**config.mk**
```make
export PLATFORM = sky130hd
export DESIGN_NAME = keypad_scanner
export DESIGN_NICKNAME = d
export VERILOG_FILES = /design/src/rtl/keypad_scanner.sv
export SDC_FILE = /design/constraint.sdc
export NUM_CORES = 1
export LEC_CHECK = 0
export BUFFER_PORTS_ARGS = -buffer_cell sky130_fd_sc_hd__buf_2
export CAP_MARGIN = 20
export CELL_PAD_IN_SITES_DETAIL_PLACEMENT = 1
export CELL_PAD_IN_SITES_GLOBAL_PLACEMENT = 1
export CORE_MARGIN = 2
export CORE_UTILIZATION = 24
export CTS_CLUSTER_DIAMETER = 60
export DETAILED_ROUTE_END_ITERATION = 6
export GPL_TIMING_DRIVEN = 0
export PLACE_DENSITY_LB_ADDON = 0.12
export REMOVE_ABC_BUFFERS = 1
export SLEW_MARGIN = 20
export SYNTH_ARGS = -nofsm -noshare
export SYNTH_HDL_FRONTEND = slang
export SYNTH_SLANG_ARGS = --single-unit
```
**constraint.sdc**
```tcl
create_clock -name clk -period 2.4 [get_ports clk]
set_input_delay 0.36 -clock clk [delete_from_list [all_inputs] [get_ports clk]]
set_output_delay 0.36 -clock clk [all_outputs]
set_load 0.05 [all_outputs]
```
**src/rtl/keypad_scanner.sv**
```systemverilog
// 4x4 active-low matrix keypad scanner: rotates the column drive, debounces the
// latched key over SCAN_DIV-spaced samples and emits key_code / pressed / key_strobe.
module keypad_scanner #(
  parameter int SCAN_DIV = 16,
  parameter int DEBOUNCE = 4
) (
  input  logic       clk,
  input  logic       rst_n,
  input  logic [3:0] row_in,
  output logic [3:0] col_out,
  output logic [7:0] key_code,
  output logic       pressed,
  output logic       key_strobe,
  output logic [1:0] dbg_state
);

  localparam int DW = (SCAN_DIV > 1) ? $clog2(SCAN_DIV) : 1;
  localparam int CW = $clog2(DEBOUNCE + 1);

  typedef enum logic [1:0] {
    ST_SCAN     = 2'd0,
    ST_DEBOUNCE = 2'd1,
    ST_HELD     = 2'd2,
    ST_RELEASE  = 2'd3
  } state_t;

  state_t          state_q, state_d;
  logic [3:0]      row_s1_q, row_s2_q;
  logic [DW-1:0]   dwell_q, dwell_d;
  logic [1:0]      col_q, col_d;
  logic [1:0]      row_q, row_d;
  logic [CW-1:0]   cnt_q, cnt_d;
  logic [7:0]      key_code_q, key_code_d;
  logic            pressed_q, pressed_d;
  logic            strobe_q, strobe_d;

  logic            sample;
  logic [3:0]      row_low;
  logic [1:0]      first_row;
  logic            latched_low;
  logic [CW-1:0]   cnt_inc;
  logic            cnt_done;

  function automatic logic [7:0] key_map(input logic [1:0] r, input logic [1:0] c);
    logic [7:0] code;
    case ({r, c})
      4'h0: code = 8'h01;  4'h1: code = 8'h02;  4'h2: code = 8'h03;  4'h3: code = 8'h81;
      4'h4: code = 8'h04;  4'h5: code = 8'h05;  4'h6: code = 8'h06;  4'h7: code = 8'h82;
      4'h8: code = 8'h07;  4'h9: code = 8'h08;  4'hA: code = 8'h09;  4'hB: code = 8'h84;
      4'hC: code = 8'h41;  4'hD: code = 8'h00;  4'hE: code = 8'h48;  default: code = 8'h88;
    endcase
    return code;
  endfunction

  // Decisions are taken only on the last cycle of each column dwell.
  assign sample      = (dwell_q == DW'(SCAN_DIV - 1));
  assign dwell_d     = sample ? '0 : dwell_q + DW'(1);
  assign row_low     = ~row_s2_q;
  assign latched_low = row_low[row_q];
  assign cnt_inc     = (cnt_q == {CW{1'b1}}) ? cnt_q : cnt_q + CW'(1);
  assign cnt_done    = (cnt_inc >= CW'(DEBOUNCE));

  always_comb begin
    first_row = 2'd3;
    if      (row_low[0]) first_row = 2'd0;
    else if (row_low[1]) first_row = 2'd1;
    else if (row_low[2]) first_row = 2'd2;
  end

  always_comb begin
    state_d    = state_q;
    col_d      = col_q;
    row_d      = row_q;
    cnt_d      = cnt_q;
    key_code_d = key_code_q;
    pressed_d  = pressed_q;
    strobe_d   = 1'b0;
    if (sample) begin
      case (state_q)
        ST_SCAN: begin
          if (|row_low) begin
            row_d = first_row;
            cnt_d = CW'(1);
            if (DEBOUNCE == 1) begin
              state_d    = ST_HELD;
              cnt_d      = '0;
              pressed_d  = 1'b1;
              strobe_d   = 1'b1;
              key_code_d = key_map(first_row, col_q);
            end else begin
              state_d = ST_DEBOUNCE;
            end
          end else begin
            col_d = col_q + 2'd1;
          end
        end
        ST_DEBOUNCE: begin
          if (latched_low) begin
            cnt_d = cnt_inc;
            if (cnt_done) begin
              state_d    = ST_HELD;
              cnt_d      = '0;
              pressed_d  = 1'b1;
              strobe_d   = 1'b1;
              key_code_d = key_map(row_q, col_q);
            end
          end else begin
            state_d = ST_SCAN;
            cnt_d   = '0;
            col_d   = col_q + 2'd1;
          end
        end
        ST_HELD: begin
          // Only the latched row of the frozen column matters here.
          if (!latched_low) begin
            cnt_d = CW'(1);
            if (DEBOUNCE == 1) begin
              state_d   = ST_SCAN;
              cnt_d     = '0;
              pressed_d = 1'b0;
              col_d     = col_q + 2'd1;
            end else begin
              state_d = ST_RELEASE;
            end
          end
        end
        default: begin
          if (!latched_low) begin
            cnt_d = cnt_inc;
            if (cnt_done) begin
              state_d   = ST_SCAN;
              cnt_d     = '0;
              pressed_d = 1'b0;
              col_d     = col_q + 2'd1;
            end
          end else begin
            state_d = ST_HELD;
            cnt_d   = '0;
          end
        end
      endcase
    end
  end

  always_ff @(posedge clk or negedge rst_n) begin
    if (!rst_n) begin
      row_s1_q   <= 4'hF;
      row_s2_q   <= 4'hF;
      dwell_q    <= '0;
      state_q    <= ST_SCAN;
      col_q      <= 2'd0;
      row_q      <= 2'd0;
      cnt_q      <= '0;
      key_code_q <= 8'h00;
      pressed_q  <= 1'b0;
      strobe_q   <= 1'b0;
    end else begin
      row_s1_q   <= row_in;
      row_s2_q   <= row_s1_q;
      dwell_q    <= dwell_d;
      state_q    <= state_d;
      col_q      <= col_d;
      row_q      <= row_d;
      cnt_q      <= cnt_d;
      key_code_q <= key_code_d;
      pressed_q  <= pressed_d;
      strobe_q   <= strobe_d;
    end
  end

  assign col_out    = ~(4'b0001 << col_q);
  assign key_code   = key_code_q;
  assign pressed    = pressed_q;
  assign key_strobe = strobe_q;
  assign dbg_state  = state_q;

endmodule
```
==> results of run 1 <==
## per-layer routing
layer  routed length, µm  vias to the layer above  track usage [%]
li1                    -                      500                -
met1                1575                      491            13.23
met2                1303                       17            13.12
met3                 114                        2            3.579
met4                  34                        0            4.918
met5                   0                        -                0
## cell type report
type | instances | area share [%]
clock buffers | 6 | 4.093
clock inverters | 2 | 1.976
inverters | 17 | 3.599
multi-input cells | 83 | 37.54
flip-flops and latches | 29 | 41.57
well taps | 75 | 5.293
repair buffers | 21 | 5.928
## state kept, by name, indices dropped and copies added (netlist names)
register	cells
key_code	6
key_strobe	1
row_q	2
row_s2_q	4
dwell_q	4
col_q	2
pressed	1
dbg_state	2
cnt_q	3
row_s1_q	4
## worst max-delay path, stage by stage, from the launching register on
cell	delay (ns)
dfrtp_2	0.47
mux4_2	0.65
inv_1	0.10
ha_1	0.22
nor4b_1	0.35
mux2_2	0.37
## kinds of logic after synthesis
family / synth area share [%]
AOI/OAI and AO/OA: 11.18
xor gates and xnor gates: 1.168
and+or+nand+nor: 10.26
buffers and inverters: 6.838
DFF: 49.04
muxes: 10.42
adders and majority gates: 10.84
other: 0.2500
## metrics by stage
step / instance area (µm²) / TNS, ns
after global routing: 1773 / 0
after floorplan: 1465 / 0
after global placement: 1654 / -1.213
final: 1773 / 0
after CTS: 1772 / 0
after detailed placement: 1664 / 0
## where the power goes
| group | internal (mW) | total, mW | switching, mW |
|---|---|---|---|
| registers | 0.532 | 0.586 | 0.0535 |
| logic | 0.141 | 0.426 | 0.285 |
| clock network | 0.307 | 0.483 | 0.176 |
## how the worst max path moves through the flow
stage / end / depth (start not counted)
after detailed placement: pressed / 5
after floorplan: key_code[7] / 3
after CTS: pressed / 5
after global placement: key_code[7] / 3
after global routing: pressed / 5
final: pressed / 5
## layout by cell type, fill, tap and decap left out, types with 2 or more instances in the layout
| master | netlist | final |
|---|---|---|
| a21oi_1 | 7 | 7 |
| a31oi_1 | 2 | 2 |
| buf_2 | 1 | 21 |
| clkbuf_8 | 0 | 5 |
| conb_1 | 1 | 2 |
| dfrtp_1 | 21 | 20 |
| dfstp_2 | 8 | 8 |
| ha_1 | 13 | 13 |
| inv_1 | 17 | 17 |
| mux2_1 | 2 | 2 |
| mux2_2 | 3 | 3 |
| mux2i_1 | 4 | 4 |
| mux4_2 | 2 | 2 |
| nand2_1 | 7 | 7 |
| nand3_1 | 4 | 4 |
| nor2_1 | 11 | 11 |
| nor3_1 | 2 | 2 |
| o211ai_1 | 2 | 2 |
| o21ai_0 | 6 | 6 |
==> reports/metrics.csv, run 1 <==
stage;metric;value;unit
run_status;status;finished, final reports clean;
logic_synthesis;avgSynthCellArea;11.28;µm²
placement;place_hpwl;2.299;mm
routing;route.vias.total;1010;
grt;grt_max_degree;30;
setup_path;critPathKind;reg2reg;
routing;drc;0;
cells_and_area;finalCoreUtilization;29.59;%
placement;placed_cells;225;
cells_and_area;nNetsFinal;176;
setup_path;r2r-start;row_q[0];
logic_synthesis;seq_area_frac_synth;49.04;%
logic_synthesis;synth_seq_cells;29;
cells_and_area;n_antenna_cell;0;
clocking;max-clock-path-buffers;2;
logic_synthesis;yosys-top-cells-count;21 x dfrtp_1, 17 x inv_1, 13 x ha_1;
placement;gp_congestion;0.7844;
logic_synthesis;synth.distinct_cells;36;
sta;fin_ws;0.1289;ns
placement;port_buffers;19;
floorplanning;std_cell_rows;28;
clocking;cts_hold_buffers;0;
setup_path;worstSetupStartpoint;row_q[0];
routing;wl_per_cell;13.00;µm
setup_path;worstPathArrival;2.43;ns
placement;pre_cts_ws;0.04348;ns
clocking;path_clk_slew;0.06;ns
logic_synthesis;synth_top_cell_area_share;35.03;%
clocking;cts_tree;yes;
pwr;total_power;1.496;mW
logic_synthesis;ys.flop_type;dfrtp_1;
setup_path;reg2reg_to;pressed;
sta;clock_skew;0.008781;ns
logic_synthesis;async_reset_ff_share;100.0;%
clocking;ctsResizeCount;0;
routing;drt_iter0_markers;11;
grt;grt_pass1_wl;5.181;mm
sta;slew_headroom;56.57;%
clocking;cts_buffers;5;
floorplanning;core_area;5991;µm²
setup_path;cp.required;2.56;ns
sta;timing.hold.ws;0.1110;ns
sta;fin_crit;2.271;ns
hold_path;hold_class;in2async;
clocking;postCtsSetupRepairBufs;0;
cells_and_area;drive_gt1_share;29.75;%
logic_synthesis;yosysWarnings;0;
cells_and_area;synthToLayoutAreaGrowth;18.18;%
clocking;clock_sinks;29;
sta;max_freq;440.3;MHz
cells_and_area;multi_input_area;665.6;µm²
floorplanning;die_w;83.06;µm
clocking;clock-root-buffer;clkbuf_8;
logic_synthesis;yosysTopAreaCell;dfrtp_1;
sta;rsz0062_at_grt;false;
sta;period_share;94.63;%
cells_and_area;layout.cells.non_filler;233;
setup_path;crit_fanout;8;
sta;setup_viol;0;
grt;grt.overflow.total;0;
logic_synthesis;yosysMostFrequentCell;dfrtp_1;
cells_and_area;layout.area.seq;737.0;µm²
setup_path;r2r_cells;5;
routing;antenna_left;0;
routing;routed_via_density;4.335;
cells_and_area;fillers;689;
setup_path;start_kind;flop;
sta;hold_viol_final;0;
grt;antenna_found_initial;0;
logic_synthesis;synth_area_leaders;dfrtp_1 35%, dfstp_2 14%, ha_1 11%, inv_1 4.3%, mux4_2 3.0%;
routing;wl;3.028;mm
grt;grt_pass1_vias;1054;
logic_synthesis;synth_area;1500;µm²
clocking;cts.htree.levels;2;
grt;grt_usage;9.634;%
setup_path;regToRegSetupSlack;0.13;ns
floorplanning;die_h;83.06;µm
sta;final-max-slew-violation-count;0;
floorplanning;die_area;6899;µm²
routing;dr.pass1.iters;4;
flow_run;cap_violations;0;
pwr;irDropWorstVdd;403.8;µV
pwr;power_density;843.6;nW/µm²
logic_synthesis;synthCells;133;
clocking;worst_skew_pair.late_latency;0.28;ns
logic_synthesis;synth_edf_count;0;
sta;tightest_slew;0.6515;ns
floorplanning;ios;22;
setup_path;worstSetupEndpointType;flop;
pwr;power_leakage;0.8356;nW
floorplanning;start_util;25.04;%
Note: power is estimated with default switching activity, not from simulation.
==> run 2: changes to the inputs <==
Settings changed: PLACE_DENSITY_LB_ADDON 0.12 to 0.2.
==> run 2 against run 1 <==
Effect of this change:
- count of clock-buffer cells in the layout did not move
- hold slack about the same
- utilization down 0.063 points
- global-route usage about the same
- largest power group unchanged
- critical endpoint unchanged
- via count increased by 0.99%
- design area fell by 0.21%
- fmax grew 2.1%
- sequential cell count unchanged
==> reports/metrics.csv, run 2 (synthesis gave the netlist of run 1 again) <==
stage;metric;value;unit;change
run_status;status;finished, final reports clean;;
grt;grt_usage;9.674;%;+0.041 points
setup_path;critPathKind;reg2reg;;
floorplanning;ios;22;;unchanged
flow_run;cap_violations;0;;unchanged
routing;wl;2.962;mm;-2.2%
placement;pre_cts_ws;-0.2870;ns;-0.3305 ns
routing;route.vias.total;1020;;+0.99%
floorplanning;std_cell_rows;28;;unchanged
pwr;p_switching;0.5242;mW;+1.9%
sta;fin_crit;2.224;ns;-0.04737 ns
sta;setup_viol;0;;unchanged
setup_path;crit_fanout;8;;unchanged
clocking;clock_sinks;29;;unchanged
grt;grt-busiest-layer;met2;;
pwr;p_int;0.8863;mW;-9.7%
sta;tightest_slew;0.6568;ns;+0.005313 ns
floorplanning;start_util;25.04;%;unchanged
grt;grt_pass1_wl;5.237;mm;+1.1%
pwr;combPwrFrac;31.5;%;+3.0 points
routing;drt_iter0_markers;54;;+43
sta;slew_headroom;55.88;%;-0.68 points
cells_and_area;drive_gt1_share;30.19;%;+0.44 points
sta;fin_ws;0.1763;ns;+0.04736 ns
sta;max_freq;449.7;MHz;+2.1%
cells_and_area;n_antenna_cell;0;;unchanged
sta;period_share;92.65;%;-2.0 points
clocking;clock-root-buffer;clkbuf_8;;
clocking;cts_hold_buffers;0;;unchanged
grt;grt_use_met3;3.380;%;-0.20 points
pwr;power_frac_clock;27.0;%;-5.3 points
setup_path;critPathTopFamily;multiplexers;;
clocking;cts_tree;yes;;
hold_path;hold_class;in2async;;
placement;gp_congestion;0.7300;;-6.9%
setup_path;crit_cells;5;;unchanged
placement;place_hpwl;2.170;mm;-5.6%
cells_and_area;largest_reg_flops;6;;unchanged
setup_path;worstPathArrival;2.39;ns;-0.04 ns
routing;antenna_left;0;;unchanged
grt;grt.overflow.total;0;;unchanged
floorplanning;die_w;83.06;µm;unchanged
setup_path;start_kind;flop;;
cells_and_area;layout.cells.non_filler;234;;+0.43%
grt;grt_pass1_vias;1106;;+4.9%
clocking;worst_skew_pair.late_latency;0.28;ns;about the same
sta;setup_tns;0;ns;unchanged
sta;hold_viol_final;0;;unchanged
grt;use_met1;11.35;%;-1.9 points
setup_path;worstSetupStartpoint;row_q[0];;
setup_path;crit_chain;mux4_2 > inv_1 > ha_1 > nor4b_1 > mux2_2;;
setup_path;regToRegSetupSlack;0.18;ns;+0.05 ns
routing;wl_per_cell;12.66;µm;-2.6%
setup_path;cp.required;2.56;ns;about the same
sta;final-max-slew-violation-count;0;;unchanged
pwr;seq_power_share;41.5;%;+2.3 points
cells_and_area;layout_common_cells;20 x dfrtp_1, 19 x buf_2, 17 x inv_1;;
setup_path;r2r-start;row_q[0];;
pwr;irDropWorstVdd;343.8;µV;-15%
placement;port_buffers;19;;unchanged
pwr;power_density;797.2;nW/µm²;-5.5%
routing;drc;0;;unchanged
setup_path;slowest_delay;0.60;ns;-0.05 ns
pwr;power_leakage;0.8340;nW;-0.20%
grt;grt_max_degree;30;;unchanged
cells_and_area;fillers;668;;-3.0%
floorplanning;die_area;6899;µm²;unchanged
setup_path;crit_end;pressed;;
setup_path;reg2reg_to;pressed;;
grt;antenna_found_initial;0;;unchanged
routing;routed_via_density;4.359;;+0.56%
setup_path;path_buf_inv;1;;unchanged
clocking;cts.htree.levels;2;;unchanged
pwr;total_power;1.410;mW;-5.7%
clocking;max-clock-path-buffers;2;;unchanged
sta;rsz0062_at_grt;false;;
placement;placed_cells;223;;-0.89%
cells_and_area;synthToLayoutAreaGrowth;17.93;%;
pwr;swShare;37.17;%;+2.8 points
sta;clock_skew;0.006466;ns;-0.002315 ns
setup_path;worstSetupEndpointType;flop;;
setup_path;r2r_cells;5;;unchanged
grt;grt_use_met2;15.18;%;+2.1 points
setup_path;critical_path.slowest_cell;mux4_2;;
cells_and_area;final_common_cell;dfrtp_1;;
clocking;cts_buffers;5;;unchanged
cells_and_area;nNetsFinal;177;;+0.57%
floorplanning;core_area;5991;µm²;unchanged
clocking;path_clk_slew;0.07;ns;about the same
routing;dr.pass1.iters;2;;-2
floorplanning;die_h;83.06;µm;unchanged
-- run 2: cell types whose count changed in the layout (fill, tap and decap cells not counted), sizes merged --
cell / delta
buf: +1
bufinv: -1
clkinv: +1
-- run 2: power groups by stage --
| stage | logic, mW | clock network (mW) | registers (mW) |
|---|---|---|---|
| final | 0.444 | 0.381 | 0.586 |
| after global routing | 0.497 | 0.426 | 0.593 |
| after CTS | 0.438 | 0.405 | 0.587 |
| after detailed placement | 0.432 | 0 | 0.594 |
| after global placement | 0.421 | 0 | 0.591 |
| after floorplan | 0.295 | 0 | 0.619 |
-- run 2: worst register-to-register path: cells and delay by family, from the launching register on --
family	cells	cell delay [ns]
buf+inv	1	0.09
flops	1	0.47
fa+ha+maj	1	0.23
mux	2	0.98
simple gates	1	0.34
-- run 2: metal layers --
layer | wire length, µm | share of wire, % | up-vias
met1 | 1328 | 45 | 500
met4 | 72 | 2.4 | 0
met3 | 122 | 4.1 | 5
met5 | 0 | 0 | -
li1 | - | - | 498
met2 | 1439 | 49 | 17
-- run 2: worst min path at each step --
stage | from | endpoint | slack (ns) | cells past startpoint
4_1_cts | rst_n | row_q[1] | 0.14 | 1
6_report | rst_n | row_q[1] | 0.11 | 1
2_1_floorplan | rst_n | cnt_q[0] | 0.06 | 0
3_5_place_dp | row_s1_q[1] | row_s2_q[1] | 0.35 | 0
3_3_place_gp | row_s1_q[1] | row_s2_q[1] | 0.35 | 0
5_1_grt | rst_n | row_q[1] | 0.15 | 1
-- run 2: timing repair --
item,in CTS,in global routing
endpoints found under the hold margin,0,0
buffers inserted,0,3
resized for setup,2,0
endpoints found under the setup margin,7,1
-- run 2: per-stage QoR --
| stage | cell area, µm² | hold slack, ns | util [%] |
|---|---|---|---|
| after detailed placement | 1654 | 0.3478 | 27.61 |
| after CTS | 1747 | 0.1356 | 29.16 |
| final | 1769 | 0.1108 | 29.53 |
| after global placement | 1654 | 0.3459 | 27.61 |
| after global routing | 1769 | 0.1543 | 29.53 |
| after floorplan | 1465 | 0.06441 | - |
-- run 2: area by class of cell --
type	instances	area (µm²)	area share, %
well taps	75	93.84	5.304
flip-flops and latches	29	737.0	41.65
multi-input cells	83	674.4	38.12
repair buffers	22	117.6	6.648
clock buffers	6	72.57	4.102
inverters	17	63.81	3.607
clock inverters	2	10.01	0.5658
==> run 3: changes to the inputs <==
Settings changed: CTS_CLUSTER_DIAMETER 60 to default, CTS_CLUSTER_SIZE from default to 30.
Clock period 2.4 ns to 2.8 ns, I/O delays scaled along.
==> run 3 against run 2 <==
Effect of this change:
- wire length fell by 0.68%
- sequential power decreased by 15%
- via count decreased by 1.6%
- critical path depth unchanged
- cell count fell by 1.3%
- first-iteration DRC count fell by 20%
- utilization decreased by 0.40 points
- critical endpoint unchanged
- total power shrank 15%
- non-clock buffer count down 3
- clock skew barely moved
- count of clock-buffer cells in the layout stayed put
==> reports/metrics.csv, run 3 (synthesis gave the netlist of run 1 again) <==
stage;metric;value;unit;change
placement;place_hpwl;2.170;mm;unchanged
routing;drc;0;;unchanged
grt;grt.overflow.total;0;;unchanged
grt;grt_max_degree;30;;unchanged
floorplanning;die_area;6899;µm²;unchanged
routing;wl_met2;1.420;mm;-1.3%
pwr;p_switching;0.4465;mW;-15%
sta;setup_tns;0;ns;unchanged
floorplanning;ios;22;;unchanged
floorplanning;die_w;83.06;µm;unchanged
grt;grt_pass1_vias;1108;;+0.18%
pwr;power_density;685.3;nW/µm²;-14%
placement;port_buffers;19;;unchanged
pwr;power_frac_clock;27.3;%;+0.3 points
pwr;total_power;1.196;mW;-15%
grt;grt_pass1_wl;5.244;mm;+0.13%
clocking;cts_hold_buffers;0;;unchanged
placement;gp_congestion;0.7300;;unchanged
setup_path;crit_chain;mux4_2 > inv_1 > ha_1 > nor4b_1 > mux2_2;;
setup_path;slowest_delay;0.68;ns;+0.08 ns
setup_path;critPathKind;reg2reg;;
routing;routed_via_density;4.346;;-0.29%
sta;final-max-slew-violation-count;0;;unchanged
setup_path;path_buf_inv;1;;unchanged
cells_and_area;synthToLayoutAreaGrowth;16.35;%;
pwr;p_int;0.7495;mW;-15%
sta;clock_skew;0.006469;ns;+0.000003560 ns
clocking;clock_sinks;29;;unchanged
pwr;power_leakage;0.8208;nW;-1.6%
clocking;cts_tree;yes;;
clocking;postCtsSetupRepairBufs;0;;unchanged
cells_and_area;largest_reg_flops;6;;unchanged
floorplanning;std_cell_rows;28;;unchanged
hold_path;hold_class;in2async;;
floorplanning;core_area;5991;µm²;unchanged
clocking;max-clock-path-buffers;2;;unchanged
sta;fin_crit;2.387;ns;+0.1636 ns
cells_and_area;n_antenna_cell;0;;unchanged
floorplanning;start_util;25.04;%;unchanged
sta;setup_viol;0;;unchanged
clocking;path_clk_slew;0.07;ns;about the same
cells_and_area;layout_common_cells;21 x dfrtp_1, 19 x buf_2, 17 x inv_1;;
sta;hold_viol_final;0;;unchanged
routing;wl_per_cell;12.74;µm;+0.61%
routing;dr_wl_met3;122;µm;unchanged
routing;top_layer;met4;;
clocking;worst_skew_pair.late_latency;0.28;ns;about the same
setup_path;critPathTopFamily;multiplexers;;
setup_path;worstSetupEndpointType;flop;;
routing;wl;2.942;mm;-0.68%
placement;placed_cells;223;;unchanged
grt;antenna_found_initial;0;;unchanged
routing;antenna_left;0;;unchanged
cells_and_area;nNetsFinal;174;;-1.7%
sta;slew_headroom;55.88;%;unchanged
sta;max_freq;418.9;MHz;-6.9%
clocking;clock-root-buffer;clkbuf_8;;
pwr;irDropWorstVdd;294.5;µV;-14%
routing;wl_met1;1.327;mm;about the same
run_status;status;finished, final reports clean;;
sta;rsz0062_at_grt;false;;
clocking;cts.htree.levels;2;;unchanged
pwr;seq_power_share;41.9;%;+0.4 points
grt;grt_usage;9.674;%;unchanged
sta;tightest_slew;0.6568;ns;+0.00000005960 ns
setup_path;worstPathArrival;2.55;ns;+0.16 ns
pwr;combPwrFrac;30.8;%;-0.7 points
setup_path;start_kind;flop;;
routing;dr.pass1.iters;2;;unchanged
setup_path;crit_fanout;8;;unchanged
routing;route.vias.total;1004;;-1.6%
cells_and_area;drive_gt1_share;28.21;%;-2.0 points
clocking;ctsResizeCount;0;;-2
cells_and_area;layout.cells.non_filler;231;;-1.3%
flow_run;cap_violations;0;;unchanged
pwr;swShare;37.33;%;+0.16 points
routing;drt_iter0_markers;43;;-20%
setup_path;cp.required;2.96;ns;+0.40 ns
clocking;cts_buffers;5;;unchanged
floorplanning;die_h;83.06;µm;unchanged
setup_path;critical_path.slowest_cell;mux4_2;;
setup_path;regToRegSetupSlack;0.41;ns;+0.24 ns
sta;period_share;85.26;%;-7.4 points
cells_and_area;final_common_cell;dfrtp_1;;
run 3: changes by cell type in the layout (fill, tap and decap cells not counted):
cell and delta:
dfrtp_1 +1, buf_4 -3, dfrtp_2 -1
run 3: stage by stage:
| step | hold WS, ns | cell area [µm²] | utilization [%] | setup slack (ns) |
|---|---|---|---|---|
| global route | 0.2143 | 1745 | 29.14 | 0.2747 |
| global placement | 0.3459 | 1654 | 27.61 | 0.1679 |
| detailed placement | 0.3478 | 1654 | 27.61 | 0.1130 |
| floorplan | 0.1244 | 1465 | - | 0.5481 |
| CTS | 0.1956 | 1737 | 28.99 | 0.09428 |
| finish | 0.1715 | 1745 | 29.14 | 0.4127 |
run 3: power by group through the flow:
stage / Combinational (mW) / Clock, mW / Sequential, mW
6_report: 0.369 / 0.326 / 0.501
3_3_place_gp: 0.361 / 0 / 0.507
3_5_place_dp: 0.370 / 0 / 0.509
2_1_floorplan: 0.253 / 0 / 0.530
5_1_grt: 0.413 / 0.365 / 0.508
4_1_cts: 0.372 / 0.347 / 0.503
run 3: layout make-up:
type                            count  area [µm²]
Fill cell                         669        4245
Timing Repair Buffer               19       95.09
Clock buffer                        6       72.57
Clock inverter                      2       10.01
Inverter                           17       63.81
Tap cell                           75       93.84
Multi-Input combinational cell     83       674.4
Sequential cell                    29       735.7
run 3: layer usage:
layer  GRT usage [%]  vias to the layer above
met4           5.812                        0
met2           15.32                       17
met1           11.22                      490
li1                -                      492
met5               0                        -
met3           3.380                        5
run 3: path summary, 6_finish.rpt:
check | startpoint | end | cells past startpoint
max reg2reg | row_q[0] | pressed | 5
min reg2reg | row_s1_q[1] | row_s2_q[1] | 0
max | row_q[0] | pressed | 5
min in group clk | row_in[0] | row_s1_q[0] | 1
max in group asynchronous | rst_n | col_q[1] | 1
min | rst_n | row_q[1] | 1
